File: src/rtl/sram_arb_pkg.sv
// Shared types and default sizing for the two-port SRAM arbiter.
// Holds the arbiter state encoding plus default address, data and burst widths.
package sram_arb_pkg;

    localparam int SRAM_ARB_AW        = 10;
    localparam int SRAM_ARB_DW        = 32;
    localparam int SRAM_ARB_MAX_BURST = 4;

    typedef enum logic [1:0] {
        IDLE = 2'd0,
        GNT0 = 2'd1,
        GNT1 = 2'd2
    } arb_state_t;

endpackage

File: src/rtl/sram_arb_rr_pick.sv
// Round-robin tie-break: remembers the last granted port, and the other port wins a tie.
// Latency: pick is combinational; the pointer updates on the cycle after a grant is held.
// Backpressure: none; this block only advises the arbiter FSM.
module sram_arb_rr_pick
    import sram_arb_pkg::*;
(
    input  logic clk,
    input  logic rst,
    input  logic req0,
    input  logic req1,
    input  logic gnt_vld,
    input  logic gnt_id,
    output logic pick
);

    logic last;

    // Reset points at port 1 so port 0 wins the first tie.
    always_ff @(posedge clk or posedge rst) begin
        if (rst) begin
            last <= 1'b1;
        end else if (gnt_vld) begin
            last <= gnt_id;
        end
    end

    assign pick = (req0 && req1) ? ~last : req1;

endmodule

File: src/rtl/sram_arb_2x.sv
// Two-port arbiter onto one single-port SRAM; SRAM_ARB_RR_EN adds round-robin ties and MAX_BURST switching.
// Latency: beats issue combinationally in the grant cycle, and read data returns one cycle later.
// Backpressure: readyN is low while idle or while the other port holds the grant.
module sram_arb_2x
    import sram_arb_pkg::*;
#(
    parameter int AW        = SRAM_ARB_AW,
    parameter int DW        = SRAM_ARB_DW,
    parameter int MAX_BURST = SRAM_ARB_MAX_BURST
) (
    input  logic          clk,
    input  logic          rst,
    input  logic          req0,
    input  logic          req1,
    input  logic          wr0,
    input  logic          wr1,
    input  logic [AW-1:0] addr0,
    input  logic [AW-1:0] addr1,
    input  logic [DW-1:0] wdata0,
    input  logic [DW-1:0] wdata1,
    output logic          ready0,
    output logic          ready1,
    output logic          rvalid0,
    output logic          rvalid1,
    output logic [DW-1:0] rdata,
    output logic [AW-1:0] sram_addr,
    output logic [DW-1:0] sram_din,
    output logic          sram_we,
    input  logic [DW-1:0] sram_dout
);

    // A value outside 1..15 would wrap the 4-bit beat counter.
    if (MAX_BURST < 1 || MAX_BURST > 15) begin : g_bad_max_burst
        $error("sram_arb_2x: MAX_BURST must be within 1..15");
    end

    arb_state_t    state, state_nxt;
    logic          acc0, acc1, beat, pick, burst_end;
    logic [AW-1:0] addr_q;
    logic [DW-1:0] din_q;

    assign acc0   = (state == GNT0) && req0;
    assign acc1   = (state == GNT1) && req1;
    assign beat   = acc0 || acc1;
    assign ready0 = acc0;
    assign ready1 = acc1;
    assign rdata  = sram_dout;

`ifdef SRAM_ARB_RR_EN
    logic [3:0] cnt, cnt_inc;

    assign cnt_inc   = cnt + 4'd1;
    assign burst_end = beat && (cnt_inc == 4'(MAX_BURST));

    always_ff @(posedge clk or posedge rst) begin
        if (rst) begin
            cnt <= 4'd0;
        end else if ((state_nxt != state) || burst_end) begin
            cnt <= 4'd0;
        end else if (beat) begin
            cnt <= cnt_inc;
        end
    end

    sram_arb_rr_pick u_rr_pick (
        .clk     (clk),
        .rst     (rst),
        .req0    (req0),
        .req1    (req1),
        .gnt_vld (state != IDLE),
        .gnt_id  (state == GNT1),
        .pick    (pick)
    );
`else
    assign burst_end = 1'b0;
    assign pick      = ~req0;
`endif

    always_ff @(posedge clk or posedge rst) begin
        if (rst) begin
            state <= IDLE;
        end else begin
            state <= state_nxt;
        end
    end

    // A grant ends when its requester goes quiet, or when a burst ends and the other side is waiting.
    always_comb begin
        state_nxt = state;
        unique case (state)
            IDLE: if (req0 || req1) state_nxt = pick ? GNT1 : GNT0;
            GNT0: if (!req0 || (burst_end && req1)) state_nxt = req1 ? GNT1 : IDLE;
            GNT1: if (!req1 || (burst_end && req0)) state_nxt = req0 ? GNT0 : IDLE;
            default: state_nxt = IDLE;
        endcase
    end

    always_comb begin
        sram_addr = addr_q;
        sram_din  = din_q;
        sram_we   = 1'b1;
        if (acc0) begin
            sram_addr = addr0;
            sram_din  = wdata0;
            sram_we   = ~wr0;
        end else if (acc1) begin
            sram_addr = addr1;
            sram_din  = wdata1;
            sram_we   = ~wr1;
        end
    end

    always_ff @(posedge clk or posedge rst) begin
        if (rst) begin
            addr_q  <= '0;
            din_q   <= '0;
            rvalid0 <= 1'b0;
            rvalid1 <= 1'b0;
        end else begin
            if (beat) begin
                addr_q <= sram_addr;
                din_q  <= sram_din;
            end
            rvalid0 <= acc0 && !wr0;
            rvalid1 <= acc1 && !wr1;
        end
    end

endmodule

File: config.mk
export PLATFORM = sky130hd
export DESIGN_NAME = sram_arb_2x
export DESIGN_NICKNAME = d
export VERILOG_FILES = /design/src/rtl/sram_arb_pkg.sv /design/src/rtl/sram_arb_rr_pick.sv /design/src/rtl/sram_arb_2x.sv
export SDC_FILE = /design/constraint.sdc
export NUM_CORES = 1
export LEC_CHECK = 0
export CORE_ASPECT_RATIO = 2
export CORE_MARGIN = 2
export CORE_UTILIZATION = 37
export DETAILED_ROUTE_END_ITERATION = 8
export PLACE_DENSITY = 0.84
export SLEW_MARGIN = 40
export SYNTH_ARGS = -nofsm -noshare
export SYNTH_HDL_FRONTEND = slang
export SYNTH_SLANG_ARGS = --single-unit
File: constraint.sdc
create_clock -name clk -period 1.9 [get_ports clk]
set_clock_uncertainty 0.1 [all_clocks]
set_input_delay 0.475 -clock clk [delete_from_list [all_inputs] [get_ports clk]]
set_output_delay 0.475 -clock clk [all_outputs]
set_load 0.005 [all_outputs]
Word level (Yosys, flattened, before mapping)
Index checks and enable logic that the tools add are counted.
- muxes and demuxes: 13
- bitwise gates (word level): 2
- reduce and logical (&&, ||, !) cells: 10
- equality and inequality tests: 5
- operators with widths (kind ; number):
    $mux W32 ; 2
    $mux W10 ; 2
    $mux W2 ; 5
    $ne A2 B2 Y1 const B ; 3
    $pmux W2 S3 ; 1
    $logic_and A1 B1 Y1 ; 4
    $mux W1 ; 3
    $reduce_and A3 Y1 ; 1
    $eq A2 B1 Y1 const B ; 1
    $eq A2 B2 Y1 const B ; 1
    $logic_not A1 Y1 ; 2
    $logic_not A2 Y1 ; 1
    $logic_or A1 B1 Y1 ; 2
    $not A1 Y1 ; 2
- flip-flop bits (word level): 46
- word-level logic and storage cells: 35
- output and inout bits: 79

Depth between registers and ports, before layout
Gate-level depths: netlist (run 1).
- depth after elaboration: 4
- gate-level depth with buffers: 5
- gate-level depth less buffers: 3

Worst setup path after synthesis (run 1)
Ideal clock, no wire load.
- path type: in2out
- from: in req0
- to: out sram_din[0]
- cell stages on the path: 5
- arrival: 1.203 ns
- path buffers: 2
- path slack: 0.122 ns
- path through: nor2b_2 -> buf_6 -> buf_6 -> mux2i_1 -> a21oi_1
- word-level cells in the longest chain between the ends: 2
- ends and longest elaborated chain (item ; line ; source):
    start: declaration ; sram_arb_2x.sv:13 ; input logic req0,
    $logic_and A1 B1 Y1 ; sram_arb_2x.sv:42 ; assign acc0 = (state == GNT0) && req0;
    $mux W32 ; sram_arb_2x.sv:102 ; if (acc0) begin
    end: declaration ; sram_arb_2x.sv:27 ; output logic [DW-1:0] sram_din,
Every way passes these cells.

Worst setup path in the final report (run 1)
- from: reg state[1]
- to: out sram_din[10]
- word-level cells in the longest chain between the ends: 4
- elaborated cells on any way between the ends: 6
- classes of those cells: eq/ne: 2; mux: 2; reduce/logical: 2
- ends and longest elaborated chain (item ; line ; source):
    start: declaration ; sram_arb_2x.sv:37 ; arb_state_t state, state_nxt;
    start signal: assignment ; sram_arb_2x.sv:83 ; state <= state_nxt;
    $eq A2 B2 Y1 ; sram_arb_2x.sv:43 ; assign acc1 = (state == GNT1) && req1;
    $logic_and A1 B1 Y1 ; sram_arb_2x.sv:43 ;
    $mux W32 ; sram_arb_2x.sv:106 ; end else if (acc1) begin
    $mux W32 (*) ; sram_arb_2x.sv:102 ;
Mark *: on every way between the ends. The rest lies on a longest branch, timed or not.

==> reports/metrics.cfg, run 1 <==
[setup_path]
r2r_setup_slack_ps = -130
worst_path_most_repeated_cell = sky130_fd_sc_hd__buf_12
reg2reg_from = state[1]$_DFFE_PP0P_
timing.critical_path.to_type = primary output
critPathRequiredTime_ps = 1320
worst_reg2reg_endpoint = din_q[14]$_DFFE_PP0P_
worstPathCellList = nor2b_4 -> buf_12 -> buf_12 -> buf_12 -> mux2i_4 -> a21oi_1 -> buf_2
worstPathArrival_ps = 1790
path_delay_family = buffers and inverters
critical_path_class = flop to primary output
path_max_fanout = 6
startpoint_type = flop
critical_path.max_stage_delay_ps = 450
cp_num_buf_inv = 4
critical_path.slowest_cell = sky130_fd_sc_hd__dfrtp_2
worstRegToRegCells = 11

[placed_design]
io_buffers = 136
gpl_congestion = 0.8266
dpl_cell_area_mm2 = 0.004636
hpwl_um = 7381

[logic_synthesis]
synth_top_cell_area_share = 0.3633
yosys.cell_count.top_type = sky130_fd_sc_hd__a21oi_1
post_synth.cell_area_avg_um2 = 9.263
share_of_synthesized_registers_carrying_an_async_set_or_reset = 1.000
ys.warnings.count = 0
number_of_enable_type_register_cells_in_the_synthesized_netlist = 0
post_synthesis_cells = 342
netlist_top_cells_count = 72 x sky130_fd_sc_hd__a21oi_1, 46 x sky130_fd_sc_hd__dfrtp_1, 37 x sky130_fd_sc_hd__and3_1, 36 x sky130_fd_sc_hd__buf_4, 36 x sky130_fd_sc_hd__mux2i_1
synth_fp_nets = 464
postSynth.topFlopCell = sky130_fd_sc_hd__dfrtp_1
ys_seq_area_frac = 0.3633
synth_largest_area_cell = sky130_fd_sc_hd__dfrtp_1
synth.area.top_cells = sky130_fd_sc_hd__dfrtp_1 36%, sky130_fd_sc_hd__a21oi_1 11%, sky130_fd_sc_hd__mux2i_1 11%
postSynthRegisterBits = 46
mappedNetlistArea_mm2 = 0.003168
yosys.cell_types.count = 28

[flow_run]
drv_cap = 0

[clock_tree]
clock_insertion_delay_worst_skew_ps = 290
cts.htree.levels = 2
clk_path_buf_depth = 2
clk_pin_slew_worst_paths_ps = 60
root_buffer = sky130_fd_sc_hd__clkbuf_16
cts_hold_repair.buffers = 0
clock_tree_from_tritoncts = done
inserted_clock_buffers = 5
cts.sink_count = 46

[sta]
maxSlewViolCount = 0
unrepaired_setup_endpoints_after_global_routing = yes
layout_min_cycle_time_ps = 2360
hold_viol = 0
fin_crit_sh = 1.242
max_slew_margin = 0.7370
fin_ws_ps = -460.4
worst-slew-pin-transition_ps = 393.9
achievable_clock_frequency_mhz = 423.6
worst_hold_slack_ps = 388.9
finalSetupTns_ps = -17100
setup_viol = 49

[finish]
flow.area_growth_from_synthesis_pct = 108.9
post_route_cells_drive_above_1_share = 0.5727
fillers = 474
regArea_mm2 = 0.001156
final_area_mm2 = 0.006619
num-nets-final = 685
multiInputGateArea_mm2 = 0.002424

[floorplanning]
core.rowCount = 47
dieArea_mm2 = 0.009363
io-pin-count = 201
die_y_um = 134.9
die_w_um = 69.43
core_region_area_mm2 = 0.008292
start_util = 0.3821

[drt]
vias_per_cell = 5.721
drt-total-wl_um = 14140
ant_nets = 0
firstDrtPassIters = 4
routed-via-count = 3793
avgRoutedWirePerCell_um = 21.32
post-route-drc-count = 0
drtIter0Drc = 210

[power]
power-per-cell-area_mw_per_mm2 = 725.6
ir_worst_vdd_mv = 0.5185
total_power_mw = 4.802
leakage_power_nw = 2.800

[status]
outcome = complete, but fails checks
failed_checks = negative setup slack

[global_routing]
grt_first_pass_wirelength_um = 20640
antenna_violations_before_repair = 1
vias_in_the_first_global_route = 3967
total_track_usage = 0.2815
grt_max_degree = 52
grt_overflow = 0

[min_path]
hold_class = input port to async pin

==> cell type report <==
| cell class | instances | area share |
|---|---|---|
| multi-input cells | 230 | 0.3662 |
| well taps | 98 | 0.01853 |
| repair buffers | 279 | 0.4174 |
| clock inverters | 1 | 0.0007561 |
| flip-flops and latches | 46 | 0.1747 |
| diodes | 1 | 0.0003781 |
| clock buffers | 7 | 0.02155 |
| inverters | 1 | 0.0005671 |
==> metal layers <==
metal / share of wire / vias to the layer above / track usage
li1: - / 1677 / -
met1: 0.35 / 1874 / 0.3050
met2: 0.55 / 172 / 0.4941
met3: 0.040 / 70 / 0.03731
met4: 0.061 / 0 / 0.2059
met5: 0 / - / 0
==> how the worst max path moves through the flow <==
stage                               startpoint            to  slack (ps)  depth (start not counted)
after global placement                    req0   sram_din[2]        -960                          6
after CTS                 state[1]$_DFFE_PP0P_  sram_din[28]        -500                          8
after global routing      state[1]$_DFFE_PP0P_  sram_din[10]        -510                          7
after detailed placement                  req1   sram_din[2]       -1000                          6
final                     state[1]$_DFFE_PP0P_  sram_din[10]        -460                          7
after floorplan                           req0   sram_din[0]         120                          5
==> stage by stage <==
stage,utilization,setup slack (ps),std cells
after floorplan,-,122.0,342
after global placement,0.5591,-959.2,555
after detailed placement,0.5591,-1005,555
after CTS,0.7213,-497.6,648
after global routing,0.7983,-512.1,663
final,0.7983,-460.4,663
==> placed cells by master (no fill, tap or decap), drive strengths merged, types with 2 or more instances in the layout <==
cell / Yosys / routed
mux2i: 36 / 36
a21oi: 72 / 72
clkbuf: 20 / 15
and2: 3 / 3
nand4: 12 / 12
nor2b: 2 / 2
buf: 45 / 180
a211oi: 36 / 36
clkdlybuf4s50: 0 / 89
nand3: 12 / 12
nand2: 2 / 2
nand3b: 12 / 12
dfrtp: 46 / 46
and3: 37 / 37
bufbuf: 0 / 2
==> flip-flops by register name, indices dropped and copies added, names as in the netlist <==
register	flops
rvalid1	1
addr_q	10
din_q	32
rvalid0	1
state	2
==> cells by family after synthesis <==
group / count (synthesis) / synth area share
muxes: 36 / 0.1137
and+or+nand+nor: 84 / 0.1738
AOI/OAI and AO/OA: 110 / 0.2042
DFF: 46 / 0.3633
buffers and inverters: 66 / 0.1449
==> what timing repair did <==
item,in CTS,in global routing
gates resized for setup,281,120
endpoints found under the setup margin,45,52
setup buffers,77,21
hold endpoints to repair,0,0
pin swaps,49,21
gates cloned,8,2
==> report_power, final <==
group | internal, mW | total (mW) | switching (mW)
Clock | 0.523 | 0.905 | 0.382
Sequential | 1.18 | 1.44 | 0.257
Combinational | 1.48 | 2.46 | 0.978
Total | 3.18 | 4.80 | 1.62
Note: power is estimated with default switching activity, not from simulation.
==> inputs of run 2 (changes only) <==
--- a/config.mk
+++ b/config.mk
@@ -10,6 +10,7 @@
 export CORE_UTILIZATION = 37
 export DETAILED_ROUTE_END_ITERATION = 8
 export PLACE_DENSITY = 0.84
+export SETUP_SLACK_MARGIN = 0.1
 export SLEW_MARGIN = 40
 export SYNTH_ARGS = -nofsm -noshare
 export SYNTH_HDL_FRONTEND = slang
==> reports/metrics.cfg, run 2 (synthesis results as in run 1) <==
[setup_path]
critical_path.slowest_cell = sky130_fd_sc_hd__dfrtp_2
worstPathCellList = nor2b_4 -> buf_12 -> buf_12 -> buf_12 -> mux2i_4 -> a21oi_1 -> buf_2
path_delay_family = buffers and inverters
critical_path.max_stage_delay_ps = 450  ; about the same
worstPathArrival_ps = 1770  ; -20 ps
cp_num_buf_inv = 4  ; unchanged
timing.critical_path.to_type = primary output
startpoint_type = flop
critical_path_class = flop to primary output
path_max_fanout = 6  ; unchanged
critPathRequiredTime_ps = 1320  ; about the same
worst_path_most_repeated_cell = sky130_fd_sc_hd__buf_12

[floorplanning]
io-pin-count = 201  ; unchanged
die_w_um = 69.43  ; unchanged
dieArea_mm2 = 0.009363  ; unchanged
die_y_um = 134.9  ; unchanged
core_region_area_mm2 = 0.008292  ; unchanged
start_util = 0.3821  ; unchanged
core.rowCount = 47  ; unchanged

[power]
power-per-cell-area_mw_per_mm2 = 723.7  ; -0.26%
ir_worst_vdd_mv = 0.5199  ; +0.27%
total_power_mw = 4.825  ; +0.48%
leakage_power_nw = 2.806  ; +0.22%

[clock_tree]
inserted_clock_buffers = 5  ; unchanged
clock_insertion_delay_worst_skew_ps = 290  ; about the same
cts.sink_count = 46  ; unchanged
root_buffer = sky130_fd_sc_hd__clkbuf_16
clock_tree_from_tritoncts = done
clk_pin_slew_worst_paths_ps = 60  ; about the same
clk_path_buf_depth = 2  ; unchanged
cts.htree.levels = 2  ; unchanged
cts_hold_repair.buffers = 0  ; unchanged

[global_routing]
grt_overflow = 0  ; unchanged
total_track_usage = 0.2786  ; -0.002881
grt_first_pass_wirelength_um = 20400  ; -1.1%
grt_max_degree = 52  ; unchanged
antenna_violations_before_repair = 0  ; -1
vias_in_the_first_global_route = 3925  ; -1.1%

[sta]
fin_ws_ps = -449.2  ; +11.29 ps
fin_crit_sh = 1.236  ; -0.005942
finalSetupTns_ps = -16670  ; +432.3 ps
hold_viol = 0  ; unchanged
unrepaired_setup_endpoints_after_global_routing = yes
achievable_clock_frequency_mhz = 425.7  ; +0.48%
max_slew_margin = 0.7061  ; -0.03087
maxSlewViolCount = 0  ; unchanged
setup_viol = 48  ; -2.0%
worst-slew-pin-transition_ps = 440.0  ; +46.07 ps
layout_min_cycle_time_ps = 2349  ; -11.29 ps

[status]
failed_checks = negative setup slack
outcome = complete, but fails checks

[placed_design]
gpl_congestion = 0.8266  ; unchanged
io_buffers = 136  ; unchanged
hpwl_um = 7381  ; unchanged

[flow_run]
drv_cap = 0  ; unchanged

[finish]
post_route_cells_drive_above_1_share = 0.5750  ; +0.002305
mostFrequentLayoutCell = sky130_fd_sc_hd__clkdlybuf4s50_1
layout.core_utilization = 0.8041  ; +0.005885
flow.area_growth_from_synthesis_pct = 110.5
layout_common_cells = 89 x sky130_fd_sc_hd__clkdlybuf4s50_1, 68 x sky130_fd_sc_hd__buf_4, 44 x sky130_fd_sc_hd__dfrtp_1
top_register = din_q
antenna_cells_inserted = 0  ; -1
biggestRegsByFlops = din_q (32), addr_q (10), state (2)
largest_register_ffs = 32  ; unchanged
num-nets-final = 681  ; -0.58%

[drt]
routed-via-count = 3797  ; +0.11%
drtIter0Drc = 158  ; -25%
avgRoutedWirePerCell_um = 22.21  ; +4.1%
drt-total-wl_um = 14610  ; +3.4%
vias_per_cell = 5.771  ; +0.87%
ant_nets = 0  ; unchanged
firstDrtPassIters = 4  ; unchanged
post-route-drc-count = 0  ; unchanged

[min_path]
hold_class = input port to async pin

[run 2: cell count changes in the layout (fill, tap and decap cells not counted), sizes merged]
cell,delta
buf,-3
bufbuf,-1
diode,-1
[run 2: area by class of cell]
| type | count | area, um2 |
|---|---|---|
| clock inverter | 1 | 5.005 |
| multi-input combinational | 230 | 2474 |
| clock buffer | 7 | 142.6 |
| sequential | 46 | 1156 |
| inverter | 1 | 3.754 |
| fill | 452 | 1624 |
| tap | 98 | 122.6 |
| timing repair buffer | 275 | 2764 |
[run 2: metal layers]
| layer | part of all wire | wire [um] | vias to the layer above | global-route usage |
|---|---|---|---|---|
| met4 | 0.067 | 980 | 0 | 0.1939 |
| met1 | 0.35 | 5133 | 1862 | 0.2952 |
| li1 | - | - | 1669 | - |
| met3 | 0.039 | 571 | 81 | 0.03358 |
| met2 | 0.54 | 7926 | 185 | 0.5037 |
| met5 | 0 | 0 | - | 0 |
[run 2: worst paths after layout]
check,endpoint,slack (ps),startpoint,cells past startpoint
min,state[0]$_DFFE_PP0P_,390,rst,2
max reg2reg,din_q[5]$_DFFE_PP0P_,-80,state[1]$_DFFE_PP0P_,11
min reg2reg,addr_q[8]$_DFFE_PP0P_,470,addr_q[8]$_DFFE_PP0P_,2
max in group asynchronous,din_q[5]$_DFFE_PP0P_,780,rst,3
max,sram_din[10],-450,state[1]$_DFFE_PP0P_,7
min in group clk,addr_q[8]$_DFFE_PP0P_,470,addr_q[8]$_DFFE_PP0P_,2
[run 2: per-stage QoR]
stage	cells	setup WS [ps]	hold slack [ps]	cell area, um2
global placement	555	-959.2	425.0	4636
CTS	647	-497.6	389.9	5996
floorplan	342	122.0	411.3	3168
detailed placement	555	-1005	441.7	4636
global route	658	-497.5	421.1	6668
finish	658	-449.2	393.6	6668
[run 2: worst reg2reg max path, delay by kind of cell, from the launching register on]
family	cells	cell delay, ps
buffers and inverters	8	850
flip-flops	1	450
multiplexers	1	260
AND/OR/NAND/NOR	1	140
AO/OA/AOI/OAI	1	50
[run 2: where the power goes]
part,switching [mW],total [mW],internal [mW],leakage [nW]
registers,0.262,1.44,1.18,0.525
logic,0.996,2.47,1.47,2.21
clock network,0.390,0.913,0.523,0.0739
[run 2: what timing repair did]
action	4_1_cts	5_1_grt
gates resized for setup	287	128
endpoints found under the hold margin	0	0
gates cloned	8	2
buffers inserted	77	24
pin swaps	49	23
endpoints found under the setup margin	52	55
==> inputs of run 3 (changes only) <==
--- a/config.mk
+++ b/config.mk
@@ -5,6 +5,7 @@
 export SDC_FILE = /design/constraint.sdc
 export NUM_CORES = 1
 export LEC_CHECK = 0
+export ABC_CLOCK_PERIOD_IN_PS = 1900
 export CORE_ASPECT_RATIO = 2
 export CORE_MARGIN = 2
 export CORE_UTILIZATION = 37
@@ -14,4 +15,5 @@
 export SLEW_MARGIN = 40
 export SYNTH_ARGS = -nofsm -noshare
 export SYNTH_HDL_FRONTEND = slang
+export SYNTH_HIERARCHICAL = 1
 export SYNTH_SLANG_ARGS = --single-unit
==> results of run 3 <==
Final layout, timing and power as in run 2 (identical DEF).
Among the figures that moved: Yosys warning count 0 -> 6
